==> src/rtl/pwm_multichannel.sv <==
// pwm_multichannel: NUM_CH PWM outputs driven from one shared period counter.
// Edge-aligned (period MAX) or center-aligned (period 2*MAX) operation, with a
// run/stop control and a one-cycle period-end strobe.
// Optional feature macro: PWM_SHADOW_EN. When defined, each compare value is a
// shadow of its duty register, reloaded only at the period boundary (or
// directly while stopped). When undefined, compare follows duty immediately.
module pwm_multichannel #(
   parameter int NUM_CH = 16,
   parameter int CNT_W  = 8,
   parameter int ADDR_W = 5
) (
   input  logic              clk,
   input  logic              rst_n,
   input  logic              wr_en,
   input  logic [ADDR_W-1:0] wr_addr,
   input  logic [CNT_W-1:0]  wr_data,
   output logic [NUM_CH-1:0] pwm_out,
   output logic              period_end
);

   // Last counter value before the wrap / turnaround (MAX-1).
   localparam logic [CNT_W-1:0]  CNT_TOP   = {{(CNT_W-1){1'b1}}, 1'b0};
   localparam logic [ADDR_W-1:0] CTRL_ADDR = ADDR_W'(NUM_CH);

   logic              ctrl_wr;
   logic              run_q, run_d;
   logic              center_q, center_d;   // CENTER bit as written
   logic              mode_q, mode_d;       // CENTER bit currently in effect
   logic              dir_q, dir_d;         // 0 = counting up, 1 = counting down
   logic [CNT_W-1:0]  cnt_q, cnt_d;
   logic              running;
   logic              boundary;
   logic [NUM_CH-1:0] pwm_q, pwm_d;
   logic              pe_q;

   assign ctrl_wr  = wr_en && (wr_addr == CTRL_ADDR);
   // Stays in the counting branch only if running now and not being stopped.
   assign running  = run_q && run_d;
   // Last cycle of the period for the mode currently in effect.
   assign boundary = run_q && (mode_q ? ((cnt_q == '0) && dir_q)
                                      : (cnt_q == CNT_TOP));

`ifdef PWM_SHADOW_EN
   logic cmp_load;
   // Shadows reload while stopped and at each boundary, with same-cycle writes forwarded.
   assign cmp_load = !running || boundary;
`endif

   // Per-channel duty register, compare source and comparator.
   generate
      for (genvar gi = 0; gi < NUM_CH; gi++) begin : gen_ch
         logic [CNT_W-1:0] duty_q, duty_d;
         logic [CNT_W-1:0] cmp;
         logic             duty_wr;

         assign duty_wr = wr_en && (wr_addr == ADDR_W'(gi));
         assign duty_d  = duty_wr ? wr_data : duty_q;

         // Duty register updates on the write edge.
         always_ff @(posedge clk or negedge rst_n) begin
            if (!rst_n) duty_q <= '0;
            else        duty_q <= duty_d;
         end

`ifdef PWM_SHADOW_EN
         logic [CNT_W-1:0] cmp_q;
         // Shadow compare register: glitch-free duty change per period.
         always_ff @(posedge clk or negedge rst_n) begin
            if (!rst_n)        cmp_q <= '0;
            else if (cmp_load) cmp_q <= duty_d;
         end
         assign cmp = cmp_q;
`else
         assign cmp = duty_q;
`endif

         assign pwm_d[gi] = run_q && (cnt_q < cmp);
      end
   endgenerate

   // CTRL write decode: RUN and CENTER bits, upper data bits ignored.
   always_comb begin
      run_d    = run_q;
      center_d = center_q;
      if (ctrl_wr) begin
         run_d    = wr_data[0];
         center_d = wr_data[1];
      end
   end

   // Counter, direction and active mode: hold while stopped, restart at boundary.
   always_comb begin
      cnt_d  = cnt_q;
      dir_d  = dir_q;
      mode_d = mode_q;
      if (!running || boundary) begin
         cnt_d  = '0;
         dir_d  = 1'b0;
         mode_d = center_d;
      end else if (!mode_q) begin
         cnt_d = cnt_q + 1'b1;
      end else if (!dir_q) begin
         if (cnt_q == CNT_TOP) dir_d = 1'b1;   // hold the top value a second cycle
         else                  cnt_d = cnt_q + 1'b1;
      end else begin
         cnt_d = cnt_q - 1'b1;
      end
   end

   // State and registered outputs.
   always_ff @(posedge clk or negedge rst_n) begin
      if (!rst_n) begin
         run_q    <= 1'b0;
         center_q <= 1'b0;
         mode_q   <= 1'b0;
         dir_q    <= 1'b0;
         cnt_q    <= '0;
         pwm_q    <= '0;
         pe_q     <= 1'b0;
      end else begin
         run_q    <= run_d;
         center_q <= center_d;
         mode_q   <= mode_d;
         dir_q    <= dir_d;
         cnt_q    <= cnt_d;
         pwm_q    <= pwm_d;
         pe_q     <= boundary;
      end
   end

   assign pwm_out    = pwm_q;
   assign period_end = pe_q;

endmodule

==> config.mk <==
export PLATFORM = sky130hd
export DESIGN_NAME = pwm_multichannel
export DESIGN_NICKNAME = d
export VERILOG_FILES = /design/src/rtl/pwm_multichannel.sv
export SDC_FILE = /design/constraint.sdc
export NUM_CORES = 1
export LEC_CHECK = 0
export ABC_AREA = 1
export CAP_MARGIN = 5
export CORE_AREA = 3 3 176 178
export CTS_CLUSTER_SIZE = 16
export DETAILED_ROUTE_END_ITERATION = 8
export DIE_AREA = 0 0 179 181
export HOLD_SLACK_MARGIN = 0.06
export PLACE_DENSITY = 0.51
export SLEW_MARGIN = 10
export SYNTH_ARGS = -nofsm -noshare
export SYNTH_HDL_FRONTEND = slang
export SYNTH_SLANG_ARGS = --single-unit
==> constraint.sdc <==
create_clock -name clk -period 3.5 [get_ports clk]
set_input_delay 1.05 -clock clk [delete_from_list [all_inputs] [get_ports clk]]
set_output_delay 1.05 -clock clk [all_outputs]
set_load 0.05 [all_outputs]
# After elaboration in Yosys (flattened, before gate mapping)
# Index checks and enable logic that the tools add are counted.
[totals] wordCells=111 register_bits=157
[classes] muxes=11 n_eq_ne=18 order_cmp=16 reduce_logical=41 addsub=2
[ops] cell="8-bit < comparator" count=16
[ops] cell="5-bit by 4-bit == test with 1-bit output, second input constant" count=8
[ops] cell="1-bit logical AND" count=36
[ops] cell="8-bit 2-to-1 mux" count=4
[ops] cell="5-bit by 3-bit == test with 1-bit output, second input constant" count=4
[ops] cell="5-bit by 2-bit == test with 1-bit output, second input constant" count=2
[ops] cell="8-bit by 1-bit adder with 8-bit output, second input constant" count=1
[ops] cell="8-bit == test, second input constant" count=1
[ops] cell="8-bit logical NOT" count=1
[ops] cell="8-bit by 1-bit subtractor with 8-bit output, second input constant" count=1
[ops] cell="1-bit 2-to-1 mux" count=7
[ops] cell="5-bit by 1-bit == test with 1-bit output, second input constant" count=1
[ops] cell="5-bit == test, second input constant" count=1
[ops] cell="5-bit logical NOT" count=1
[ops] cell="4-bit inequality test, second input constant" count=1
[ops] cell="2-bit nonzero test" count=1
[ops] cell="1-bit logical NOT" count=1
[ops] cell="1-bit logical OR" count=1

# Depth between registers and ports, before layout
[logic_depth] depth_word=7 depth_mapped=12 ltp_nobuf=11

# Worst setup path before layout
# No wires, ideal clock.
[synth_path] path_kind="input -> register" start="in wr_en" end="reg gen_ch[8].duty_q[5]" path_slack_ns=1.472 setup_ns=0.134 path_stages=8 required_ns=3.366 arrival_ns=1.894 cell_sequence="inv_1 > nor2_2 > inv_2 > nor3_4 > nand2_2 > buf_2 > nand2_1 > o21ai_0"
[synth_between] elab_chain_cells=1
[synth_lines] element="start, declared" line="14" source="input logic wr_en,"
[synth_lines] element="1-bit logical AND" line="56" source="assign duty_wr = wr_en && (wr_addr == ADDR_W'(gi));"
[synth_lines] element="end signal, assigned" line="62" source="else duty_q <= duty_d;"
[synth_lines] element="end, declared" line="52" source="logic [CNT_W-1:0] duty_q, duty_d;"
# Every way passes these cells.
# A chain may end at the register's enable or synchronous reset.

# Worst setup path after layout
[layout_path] start="reg pwm_q[10], in the netlist pwm_out[10]" end="out pwm_out[10]"
[layout_rtl] element="start, declared" line="33" source="logic [NUM_CH-1:0] pwm_q, pwm_d;"
[layout_rtl] element="start signal, assigned" line="126" source="pwm_q <= pwm_d;"
[layout_rtl] element="end, declared" line="17" source="output logic [NUM_CH-1:0] pwm_out,"
# No word-level cell between the ends.

==> results.toml <==
[critical_path]
startpoint_type = "flip-flop"
end_kind = "output port"
arrival_ps = 1580
rr_endpoint = "cnt_q[7]"
reg2reg_slack_ps = 1170
crit_family = "buffers and inverters"
crit_path_max_fanout = 1
timing.rr.start = "cnt_q[0]"
critical-path-max-stage-delay_ps = 810
crit_type = "reg -> out"
r2r_cells = 11
cp.required_ps = 2450
critical_path_buf_inv_count = 1
startpoint = "pwm_out[10]"
path_cells = "clkdlybuf4s50_1"
critPathSlowestCell = "clkdlybuf4s50_1"

[pwr]
p_leak_uw = 0.005047
pwr-share-seq_pct = 35.7
combPwrFrac_pct = 39.7
cellPowerDensity_nw_per_um2 = 698.8
p_int_uw = 4292
switchingPower_uw = 2821
clkPwrFrac_pct = 24.6
switching_share_pct = 39.66
ir_drop_uv = 306.9

[synth]
ys.warnings.count = 0
yosysMostFrequentCell = "nand2_1"
synth_top_family_by_area = "simple AND/OR/NAND/NOR gates"
yosysTopAreaCell = "dfrtp_1"
yosys.area_share.simple_pct = 16.70
synth.area.top_cells = "dfrtp_1 44%, ha_1 16%, nand2_1 11%"
syn-num-nets = 1182
syn_area_um2 = 8861
syn_inst = 1051
synth_xor_area_share_pct = 0.1977
synth_area_per_cell_um2 = 8.431
synth_mux_area_share_pct = 0
synth_edf_count = 0
synth_common_cells = "248 x nand2_1, 163 x inv_1, 157 x dfrtp_1"
synth_ff_type = "dfrtp_1"
ys_seq_elements = 157
synthArstFlopShare_pct = 100.0
synth_fa_ha_area_share_pct = 16.24
ys_types = 30
synth.top_cell.area_share_pct = 44.34
ys_seq_area_share_pct = 44.34
synth_compound_area_share_pct = 13.40

[layout]
nNetsFinal = 1219
syn2layout_area_growth_pct = 14.88
n_fill_cell = 3106
multi_input_area_um2 = 4124
final_layout_size_suffix_gt1_share_pct = 5.545
finalNonFillerCells = 1490
antenna_cells = 0
ff_latch_area_um2 = 3929

[placed_design]
gpl.final_weighted_congestion = 0.7858
port-buffer-count = 32
pre_cts_slack_ps = 538.4
dpl.cell_count = 1459
hpwl_mm = 14.54

[drt]
drt_pass1_iterations = 4
avgRoutedWirePerCell_um = 14.86
drtAntennaViolNets = 0
vias_per_cell = 4.616
drc = 0
route.met2.wl_mm = 10.20
vias = 6878
met1_length_mm = 10.99
wl_mm = 22.14
top_layer = "met4"
wl_met3_um = 654
drtIter0Drc = 452

[timing]
final-max-slew-violation-count = 0
rsz0062_at_grt = "no"
finalCritPeriodShare_pct = 75.14
fin_crit_ps = 2630
finalSetupViolations = 0
holdWs_ps = 482.9
clock.fmax_mhz = 380.2
finalSetupTns_ps = 0
tightestPinTransition_ps = 903.4
slew_headroom_pct = 39.40
fin_ws_ps = 870.0
skew_ps = 17.89
hold_viol = 0

[outcome]
status = "complete, no violations"

[clock_tree]
holdBufCountCts = 0
cts.path.max_buffers = 2
cts_tree = "built"
clock_sinks = 157
root_buffer = "clkbuf_16"
cts_made_buffers = 17
insertion_delay_ps = 430
post-cts-setup-buffer-count = 0
h-tree-depth = 4
clkSlewWorstSetupHoldPaths_ps = 70
cts_resized = 0

[worst_hold_path]
hp-start = "gen_ch[5].cmp[0]"
hold_end = "gen_ch[5].cmp[0]"
hold_depth = 2
hp-class = "reg -> reg"

[global_routing]
grt_pass1_vias = 6635
grt_pass1_wl_mm = 36.16
antenna_found_initial = 1
grt_max_degree = 76
grt_use_total_pct = 14.44
grt_overflow = 0

[die]
boundaryPins = 33
die_area_um2 = 32400
core_um2 = 29560
start_util_pct = 29.98
fp-row-count = 63
die_y_um = 181
die_w_um = 179

[run]
maxCapViolations = 0
## cells in the final DEF (no fill, tap or decap), types with 3 or more instances in the layout
master and instances:
a21oi_1 50, nor3_1 3, clkbuf_16 17, a211oi_1 16
o21ai_0 143, nand3_1 18, clkinvlp_4 3, nand2_2 8
clkinv_2 5, o211ai_1 4, dfrtp_1 157, nor2_1 48
nand2_1 248, ha_1 115, buf_4 15, inv_1 163
o21ai_1 7, clkdlybuf4s50_1 31, nand4_1 23
## power by group through the flow
stage | clock (uW) | sequential (uW) | combinational, uW
2_1_floorplan | 0 | 2840 | 1640
3_3_place_gp | 0 | 2570 | 2790
3_5_place_dp | 0 | 2570 | 2860
4_1_cts | 1810 | 2540 | 2870
5_1_grt | 1880 | 2590 | 3290
6_report | 1750 | 2540 | 2830
## state kept, by name (all words and copies together), names as in the netlist
| name | count |
|---|---|
| gen_ch.cmp | 128 |
| pwm_out | 16 |
| cnt_q | 8 |
| center_q | 1 |
| dir_q | 1 |
| mode_q | 1 |
| period_end | 1 |
| run_q | 1 |
## how the worst max path moves through the flow
stage	depth (start not counted)	slack, ps	endpoint
global route	8	750	gen_ch[6].cmp[1]
CTS	1	840	pwm_out[10]
detailed placement	8	540	gen_ch[2].cmp[3]
global placement	6	600	gen_ch[4].cmp[3]
floorplan	8	1470	gen_ch[8].cmp[5]
finish	1	870	pwm_out[10]
## metal layers
layer  up-vias  track usage [%]
li1       3499                -
met2        90            23.12
met3        17            2.522
met1      3272            20.15
met5         -                0
met4         0            3.741
## stage by stage
step           utilization, %  power (uW)  area, um^2
2_1_floorplan               -        4481        8861
3_3_place_gp            32.61        5360        9638
3_5_place_dp            32.61        5426        9638
4_1_cts                 34.44        7219       10180
5_1_grt                 34.44        7755       10180
6_report                34.44        7114       10180
## kinds of logic after synthesis
kind of cell	after synthesis
buffers and inverters	197
adders and majority gates	115
and+or+nand+nor	355
xor gates and xnor gates	2
DFF	157
AOI/OAI and AO/OA	225
## layout make-up
| class | count | share of cell area (%) |
|---|---|---|
| well taps | 390 | 4.793 |
| flip-flops and latches | 157 | 38.59 |
| repair buffers | 49 | 4.658 |
| multi-input cells | 697 | 40.51 |
| clock inverters | 11 | 0.9341 |
| clock buffers | 20 | 4.388 |
| inverters | 166 | 6.121 |
## worst reg2reg max path, stage by stage (launching register included)
cell,delay (ps)
dfrtp_1,390
clkinv_1,370
ha_1,400
nand2_1,110
nor2_1,70
nand3_1,150
nand2_1,110
nor2_4,280
nand2_1,180
nand2_1,100
inv_1,40
nand2_1,50
No activity file was read; power rests on OpenSTA's default activity.
